--- src/rtl/reg_scoreboard.sv ---
// reg_scoreboard: in-order destination-register scoreboard for the 5-stage
// pipeline. Shadows the EX/MEM/WB stages with {valid, rd} slots, raises
// stall_id for unresolved RAW hazards in ID, and checks each retirement
// against the real MEM/WB regfile write port (sticky sb_err).
//
// Build option: define SCOREBOARD_FWD_EN when MEM/WB forwarding supplies the
// wb-slot value, so consumers stop stalling once the producer reaches wb.
// Left undefined (default), a producer in wb still blocks its consumers.
module reg_scoreboard #(
    parameter int ADDR_WIDTH = 5,
    parameter int NREGS      = 32
) (
    input  logic                  clk,
    input  logic                  rst_n,
    input  logic                  id_valid,
    input  logic [ADDR_WIDTH-1:0] id_rs1,
    input  logic                  id_rs1_ren,
    input  logic [ADDR_WIDTH-1:0] id_rs2,
    input  logic                  id_rs2_ren,
    input  logic [ADDR_WIDTH-1:0] id_rd,
    input  logic                  id_rd_wen,
    input  logic                  hold,
    input  logic                  flush,
    input  logic                  wb_wen,
    input  logic [ADDR_WIDTH-1:0] wb_waddr,
    output logic                  stall_id,
    output logic                  id_fire,
    output logic [NREGS-1:0]      busy,
    output logic [1:0]            inflight_cnt,
    output logic                  sb_err
);

`ifdef SCOREBOARD_FWD_EN
    localparam bit WB_BLOCKS = 1'b0;
`else
    localparam bit WB_BLOCKS = 1'b1;
`endif

    logic                  ex_v_q,  ex_v_d;
    logic [ADDR_WIDTH-1:0] ex_rd_q, ex_rd_d;
    logic                  mem_v_q,  mem_v_d;
    logic [ADDR_WIDTH-1:0] mem_rd_q, mem_rd_d;
    logic                  wb_v_q,  wb_v_d;
    logic [ADDR_WIDTH-1:0] wb_rd_q, wb_rd_d;
    logic                  sb_err_q, sb_err_d;
    logic                  adv;
    logic                  rs1_hit, rs2_hit;

    function automatic logic src_hit(
        input logic                  ren,
        input logic [ADDR_WIDTH-1:0] src,
        input logic                  exv,
        input logic [ADDR_WIDTH-1:0] exrd,
        input logic                  memv,
        input logic [ADDR_WIDTH-1:0] memrd,
        input logic                  wbv,
        input logic [ADDR_WIDTH-1:0] wbrd
    );
        return ren && (src != '0) &&
               ((exv && (exrd == src)) ||
                (memv && (memrd == src)) ||
                (WB_BLOCKS && wbv && (wbrd == src)));
    endfunction

    // Hazard detection and issue decision for the ID instruction
    always_comb begin
        adv      = !hold;
        rs1_hit  = src_hit(id_rs1_ren, id_rs1, ex_v_q, ex_rd_q, mem_v_q, mem_rd_q, wb_v_q, wb_rd_q);
        rs2_hit  = src_hit(id_rs2_ren, id_rs2, ex_v_q, ex_rd_q, mem_v_q, mem_rd_q, wb_v_q, wb_rd_q);
        // flush wins over stall: a killed instruction neither stalls nor issues
        stall_id = id_valid && !flush && (rs1_hit || rs2_hit);
        // gated by rst_n so nothing appears to issue while reset is held
        id_fire  = rst_n && id_valid && !flush && !stall_id && !hold;
    end

    // Slot advance and retirement cross-check
    always_comb begin
        ex_v_d   = ex_v_q;
        ex_rd_d  = ex_rd_q;
        mem_v_d  = mem_v_q;
        mem_rd_d = mem_rd_q;
        wb_v_d   = wb_v_q;
        wb_rd_d  = wb_rd_q;
        sb_err_d = sb_err_q;
        if (adv) begin
            wb_v_d   = mem_v_q;
            wb_rd_d  = mem_rd_q;
            mem_v_d  = ex_v_q;
            mem_rd_d = ex_rd_q;
            // x0 writes are architecturally void, so they never occupy a slot
            ex_v_d   = id_fire && id_rd_wen && (id_rd != '0);
            ex_rd_d  = id_rd;
            if (wb_v_q) begin
                if (!wb_wen || (wb_waddr != wb_rd_q)) begin
                    sb_err_d = 1'b1;
                end
            end else if (wb_wen && (wb_waddr != '0)) begin
                sb_err_d = 1'b1;
            end
        end
    end

    // Slot and error-flag registers
    always_ff @(posedge clk or negedge rst_n) begin
        if (!rst_n) begin
            ex_v_q   <= 1'b0;
            ex_rd_q  <= '0;
            mem_v_q  <= 1'b0;
            mem_rd_q <= '0;
            wb_v_q   <= 1'b0;
            wb_rd_q  <= '0;
            sb_err_q <= 1'b0;
        end else begin
            ex_v_q   <= ex_v_d;
            ex_rd_q  <= ex_rd_d;
            mem_v_q  <= mem_v_d;
            mem_rd_q <= mem_rd_d;
            wb_v_q   <= wb_v_d;
            wb_rd_q  <= wb_rd_d;
            sb_err_q <= sb_err_d;
        end
    end

    // Busy vector and occupancy derived from the slots
    always_comb begin
        busy = '0;
        for (int r = 1; r < NREGS; r++) begin
            busy[r] = (ex_v_q  && (ex_rd_q  == ADDR_WIDTH'(r))) ||
                      (mem_v_q && (mem_rd_q == ADDR_WIDTH'(r))) ||
                      (wb_v_q  && (wb_rd_q  == ADDR_WIDTH'(r)));
        end
        inflight_cnt = {1'b0, ex_v_q} + {1'b0, mem_v_q} + {1'b0, wb_v_q};
        sb_err       = sb_err_q;
    end

endmodule

--- config.mk ---
export PLATFORM = sky130hd
export DESIGN_NAME = reg_scoreboard
export DESIGN_NICKNAME = d
export VERILOG_FILES = /design/src/rtl/reg_scoreboard.sv
export SDC_FILE = /design/constraint.sdc
export NUM_CORES = 1
export LEC_CHECK = 0
export CELL_PAD_IN_SITES_DETAIL_PLACEMENT = 1
export CELL_PAD_IN_SITES_GLOBAL_PLACEMENT = 1
export CORE_ASPECT_RATIO = 0.8
export CORE_MARGIN = 8
export CORE_UTILIZATION = 25
export DETAILED_ROUTE_END_ITERATION = 12
export GPL_TIMING_DRIVEN = 0
export PLACE_DENSITY_LB_ADDON = 0.08
export SLEW_MARGIN = 5
export SYNTH_ARGS = -nofsm -noshare
export SYNTH_HDL_FRONTEND = slang
export SYNTH_SLANG_ARGS = --single-unit
--- constraint.sdc ---
create_clock -name clk -period 5.1 [get_ports clk]
set_clock_uncertainty 0.05 [all_clocks]
set_input_delay 1.53 -clock clk [delete_from_list [all_inputs] [get_ports clk]]
set_output_delay 1.53 -clock clk [all_outputs]
set_load 0.01 [all_outputs]
==> metrics, run 1 <==
Yosys cell types=37; post-synthesis cell count=roughly 270; Filler Cell Count=990; CP max stage delay=0.53 ns; initial antenna violation count=0; P_sw=around 0.23 mW; Initial DRC Count=155; Synth Area per Inst=7.76 sq um; Worst Path Arrival=3.42 ns; worst-path fanout max=4; Avg WL per Cell=around 19 microns; Final #Nets=between 300 and 400; pre-CTS setup slack=-0.241 ns; total grt overflow=0; clock share of power=19.5%; total core area=8020 sq um; synth warn=0; hpwl dp=between 6000 and 7000 microns; Max VDD drop=0.114 mV; syn_nets=around 300; crit start category=input pin; Clock Tree Buf Depth=2; Die Y=about 100 microns; CTS clk-pin slew, worst paths=0.07 ns; Antenna diodes=0; CP required=between 3 and 4 ns; commonest non-fill, non-tap cell in the layout=nand2_1; Worst Hold Depth=1; Final Max Slew Viols=0; Sw Ratio=41.3%; area delta synth->final=42.7%; RSZ-0062 raised after global routing=false; all-layer global routing usage=14.6%; flops & latches, synth=19; WHS=0.444 ns; fraction of layout cells with a size suffix above 1=13.0%; # Max-Cap Violations=0; hold_buf cts=0; max_slew headroom=roughly two fifths; Final Hold Violating Endpoints=0; Placed Instances=441; clock root buffer master=clkbuf_8; fmax=around 0.2 GHz; first-pass GRT wire length=~14000 microns; most frequent cells in the layout=nand2_1, clkdlybuf4s50_1, xor2_1; Setup CP Type=in2out; H-Tree Level Count=1; Final WS setup=0.102 ns; Power Dens Cells=~190 nW/um^2; CTS tree=done; Die Wd=118 microns; row cnt=29; I/O Pins=66; period utilization=a little over nine tenths; crit end category=output pin; total wire length=between 8000 and 9000 microns; die area=11500 sq um; Static Leakage=around 1.3 nW; Vias/cell=5.02; Pint=0.330 mW; Final ANT Viol Nets=0; Power Total=around 0.56 mW; port bufs=64; Non-Filler Instances=446; Cell Chain, Critical Path=dlygate4sd2_1 -> xor2_1 -> nor4_1 -> nand3_1 -> a31oi_4 -> o21ba_2 -> clkdlybuf4s50_1; CP max stage cell=clkdlybuf4s50_1; Placer Congestion=slightly above 0.8; post-synthesis sequential area ratio=around 23%; Syn Std Cell Area=2090 sq um; TritonCTS buffer count=3; setup slack, reg-to-reg=3.39 ns; drt pass-1 iters=4; Comb power frac=45.8%; via count=~2.2k; status=finished, final reports clean; starting density of the core=26.0%; reg2reg path depth=6; total clock sinks=19; vias in the first global route=2494; Hold Crit Class=reg2reg; Reg power frac=34.6%; DRC Markers=0; post-layout min period=between 4 and 5 ns; Slew @ Worst Pin=0.911 ns; endpoints failing setup=0; largest net degree at the start of global routing=21; Clock Latency Late Sink=0.27 ns
-- kinds of logic (layout without fill, tap and decap cells) --
family          after synthesis  count (layout)  share of synthesized area, %
xor+xnor                     35              35                          14.7
fa+ha+maj                     1               1                         0.959
other cells                   1               1                         0.180
compound gates               43              43                          16.0
mux                          17              17                          9.17
flops                        19              19                          22.8
buf+inv                      24              93                          6.53
simple gates                129             129                          29.7
-- state kept, by name (all words and copies together) (netlist names) --
register	flops
ex_rd_q	5
sb_err	1
mem_v_q	1
wb_rd_q	5
wb_v_q	1
mem_rd_q	5
ex_v_q	1
-- cells in the mapped netlist, drive strengths merged --
cell	instances	area (sq um)
mux2	17	191
a222oi	3	30.0
or4	4	30.0
o21ai	4	20.0
buf	16	105
nand2	55	206
o21bai	1	7.51
nand3	13	65.1
clkbuf	5	20.0
nor2	16	60.1
and2	1	6.26
xnor2	7	61.3
nor2b	12	75.1
or3	1	6.26
conb	1	3.75
a32oi	8	70.1
o31ai	3	22.5
nor3	6	30.0
nor4	8	56.3
a22oi	20	150
dfrtp	19	475
nand2b	7	43.8
and3	4	25.0
nor3b	2	15.0
a31oi	2	18.8
a21oi	1	5.00
o21ba	1	10.0
fa	1	20.0
xor2	28	245
inv	3	11.3
-- worst max-delay path: cells and delay by family --
kind	cells	cell delay [ns]
AND/OR/NAND/NOR	2	0.47
XOR/XNOR	1	0.17
buffers and inverters	2	0.84
AO/OA/AOI/OAI	2	0.40
-- power groups by stage --
stage	sequential (mW)	clock, mW	combinational (mW)
2_1_floorplan	0.188	0	0.162
3_3_place_gp	0.198	0	0.249
3_5_place_dp	0.198	0	0.254
4_1_cts	0.195	0.114	0.257
5_1_grt	0.197	0.122	0.281
6_report	0.195	0.110	0.258
-- per-layer routing --
| layer | track usage [%] | part of all wire [%] |
|---|---|---|
| met1 | 20.4 | 50 |
| met2 | 23.0 | 44 |
| met3 | 2.85 | 5.5 |
| met4 | 2.26 | 0.52 |
| met5 | 0 | 0 |
-- per-stage QoR --
| step | utilization, % | area, sq um | setup TNS (ns) |
|---|---|---|---|
| 2_1_floorplan | - | 2090 | 0 |
| 3_3_place_gp | 35.7 | 2860 | -0.432 |
| 3_5_place_dp | 35.7 | 2860 | -0.449 |
| 4_1_cts | 36.6 | 2930 | -0.116 |
| 5_1_grt | 37.1 | 2980 | 0 |
| 6_report | 37.1 | 2980 | 0 |
-- layout make-up --
cell class / instances / area, sq um / share of cell area [%]
Clock inverter: 1 / 5.00 / 0.168
Tap cell: 108 / 135 / 4.54
Clock buffer: 3 / 41.3 / 1.39
Buffer: 21 / 125 / 4.20
Multi-Input combinational cell: 226 / 1520 / 51.0
Sequential cell: 19 / 475 / 16.0
Inverter: 3 / 11.3 / 0.378
Timing Repair Buffer: 65 / 667 / 22.4
-- timing repair --
item	in CTS	in global routing
pin swaps	2	2
gates cloned	0	0
gates resized for setup	7	11
setup buffers	0	1
endpoints found under the setup margin	2	2
-- path summary, 6_finish.rpt --
| check | from | endpoint |
|---|---|---|
| setup reg to reg | wb_rd_q[3] | sb_err |
| setup / recovery | id_rs1[2] | stall_id |
| hold / removal | sb_err | sb_err |
| min in group asynchronous | rst_n | ex_rd_q[2] |
| max in group asynchronous | rst_n | sb_err |
| hold reg to reg | sb_err | sb_err |
Power figures use the tool's default switching activity.
==> inputs of run 2 (changes only) <==
--- a/config.mk
+++ b/config.mk
@@ -11,6 +11,7 @@
 export CORE_MARGIN = 8
 export CORE_UTILIZATION = 25
 export DETAILED_ROUTE_END_ITERATION = 12
+export DONT_BUFFER_PORTS = 1
 export GPL_TIMING_DRIVEN = 0
 export PLACE_DENSITY_LB_ADDON = 0.08
 export SLEW_MARGIN = 5
==> metrics, run 2 (synthesis results as in run 1) <==
Cell Chain, Critical Path=or4_1 -> o21ai_1 -> a31oi_1 -> nor4_2; TNS Setup=0 ns (unchanged); Hold Crit Class=reg2reg; Initial DRC Count=114 (-26%); worst-path fanout max=4 (unchanged); total wire length=8470 microns (about the same); area delta synth->final=8.69%; Final WS setup=0.814 ns (+0.712 ns); Power Dens Cells=229 nW/um^2 (+21%); max_slew headroom=52.0% (+13 points); total clock sinks=19 (unchanged); CP max stage delay=0.52 ns (about the same); Avg WL per Cell=22.2 microns (+17%); Largest regs=ex_rd_q x5, mem_rd_q x5, wb_rd_q x5; post-route cell area=2270 sq um (-24%); WHS=0.520 ns (+0.0761 ns); Max VDD drop=0.0868 mV (-24%); TritonCTS buffer count=3 (unchanged); Post-DP Area=2220 sq um (-22%); Final Max Slew Viols=0 (unchanged); total core area=8020 sq um (unchanged); I/O Pins=66 (unchanged); Setup CP Type=in2out; drt pass-1 iters=4 (unchanged); Worst Path Arrival=2.71 ns (-0.71 ns); hold_buf cts=0 (unchanged); commonest non-fill, non-tap cell in the layout=nand2_1; period utilization=84.0% (-14 points); Final Hold Violating Endpoints=0 (unchanged); postcts setup bufs=0 (unchanged); total grt overflow=0 (unchanged); fmax=0.233 GHz (+17%); Die Y=97.7 microns (unchanged); die area=11500 sq um (unchanged); Final ANT Viol Nets=0 (unchanged); Die Wd=118 microns (unchanged); most frequent cells in the layout=nand2_1, xor2_1, a22oi_1; crit start category=input pin; post-layout min period=4.29 ns (-0.712 ns); CP max stage cell=or4_1; initial antenna violation count=0 (unchanged); Final #Nets=304 (-18%); hpwl dp=6440 microns (-1.7%); Power Total=0.519 mW (-7.7%); crit end category=output pin; Placer Congestion=0.782 (-3.7%); RSZ-0062 raised after global routing=false; port bufs=0 (-100%); # Max-Cap Violations=0 (unchanged); Filler Cell Count=965 (-2.5%); status=finished, final reports clean; all-layer global routing usage=14.7% (+0.059 points); Vias/cell=5.34 (+6.4%); fraction of layout cells with a size suffix above 1=14.3% (+1.3 points); CP required=3.52 ns (about the same); clock root buffer master=clkbuf_8; Clock Tree Buf Depth=2 (unchanged); endpoints failing setup=0 (unchanged); pre-CTS setup slack=0.810 ns (+1.05 ns); Antenna diodes=0 (unchanged); CTS tree=done; Clock Latency Late Sink=0.26 ns (about the same); Slew @ Worst Pin=0.717 ns (-0.194 ns); DRC Markers=0 (unchanged); cts repair resizes=0 (-7); H-Tree Level Count=1 (unchanged); CTS clk-pin slew, worst paths=0.07 ns (about the same); largest net degree at the start of global routing=21 (unchanged); vias in the first global route=2131 (-15%); first-pass GRT wire length=13600 microns (-0.75%); row cnt=29 (unchanged); via count=2033 (-9.1%); Static Leakage=0.934 nW (-26%); starting density of the core=26.0% (unchanged)
==> run 2: cell count changes in the layout (fill, tap and decap cells not counted), moves of 2 or more <==
cell,delta
clkdlybuf4s50_1,-52
dlymetal6s2s_1,-9
dlygate4sd2_1,-3
nor4_1,+3
nor4_2,-3
a31oi_4,-2
==> run 2: through the flow <==
step / instances / util [%]
final: 381 / 28.3
after global routing: 381 / 28.3
after CTS: 381 / 28.3
after detailed placement: 377 / 27.7
after global placement: 377 / 27.7
after floorplan: 269 / -
==> run 2: final timing paths <==
| path | to | slack (ns) | cells after the start | startpoint |
|---|---|---|---|---|
| max in group asynchronous | ex_v_q | 4.01 | 0 | rst_n |
| worst min register to register | sb_err | 0.52 | 1 | sb_err |
| worst min-delay path | sb_err | 0.52 | 1 | sb_err |
| worst max register to register | ex_v_q | 3.37 | 5 | mem_rd_q[2] |
| worst max-delay path | id_fire | 0.81 | 4 | id_rs2[1] |
| min in group asynchronous | ex_rd_q[2] | 0.91 | 0 | rst_n |
==> run 2: routing by layer <==
layer / up-vias / track usage [%] / wire [microns]
li1: 961 / - / -
met5: - / 0 / 0
met2: 66 / 22.4 / 3800
met4: 0 / 0.786 / 0
met3: 0 / 3.72 / 622
met1: 1006 / 21.1 / 4050
==> run 2: cell type report <==
cell class	instances	area, sq um	share of cell area [%]
Multi-Input combinational cell	226	1480	65.0
Sequential cell	19	475	21.0
Clock buffer	3	41.3	1.82
Inverter	3	11.3	0.496
Buffer	21	125	5.52
Clock inverter	1	5.00	0.221
Tap cell	108	135	5.96
==> run 2: where the power goes <==
part,switching (mW),internal [mW]
Clock,0.0525,0.0543
Combinational,0.136,0.0821
Sequential,0.0252,0.169
==> run 2: worst max-delay path, delay by kind of cell <==
family          cells  cell delay, ns
simple gates        2            0.96
compound gates      2            0.22
==> inputs of run 3 (changes only) <==
==> constraint.sdc (replaced) <==
create_clock -name clk -period 3.7 [get_ports clk]
set_clock_uncertainty 0.05 [all_clocks]
set_input_delay 1.11 -clock clk [delete_from_list [all_inputs] [get_ports clk]]
set_output_delay 1.11 -clock clk [all_outputs]
set_load 0.01 [all_outputs]
==> results of run 3 <==
Same layout as run 2 (identical final DEF). Status: finished, final reports clean.
Main changes from that run: setup slack after placement 0.810 ns -> 0.250 ns; setup slack after layout 0.814 ns -> 0.254 ns; hold slack 0.520 ns -> 0.489 ns; register-to-register setup slack 3.37 ns -> 1.97 ns; total power 0.519 mW -> 0.716 mW; worst IR drop on VDD 0.0868 mV -> 0.120 mV
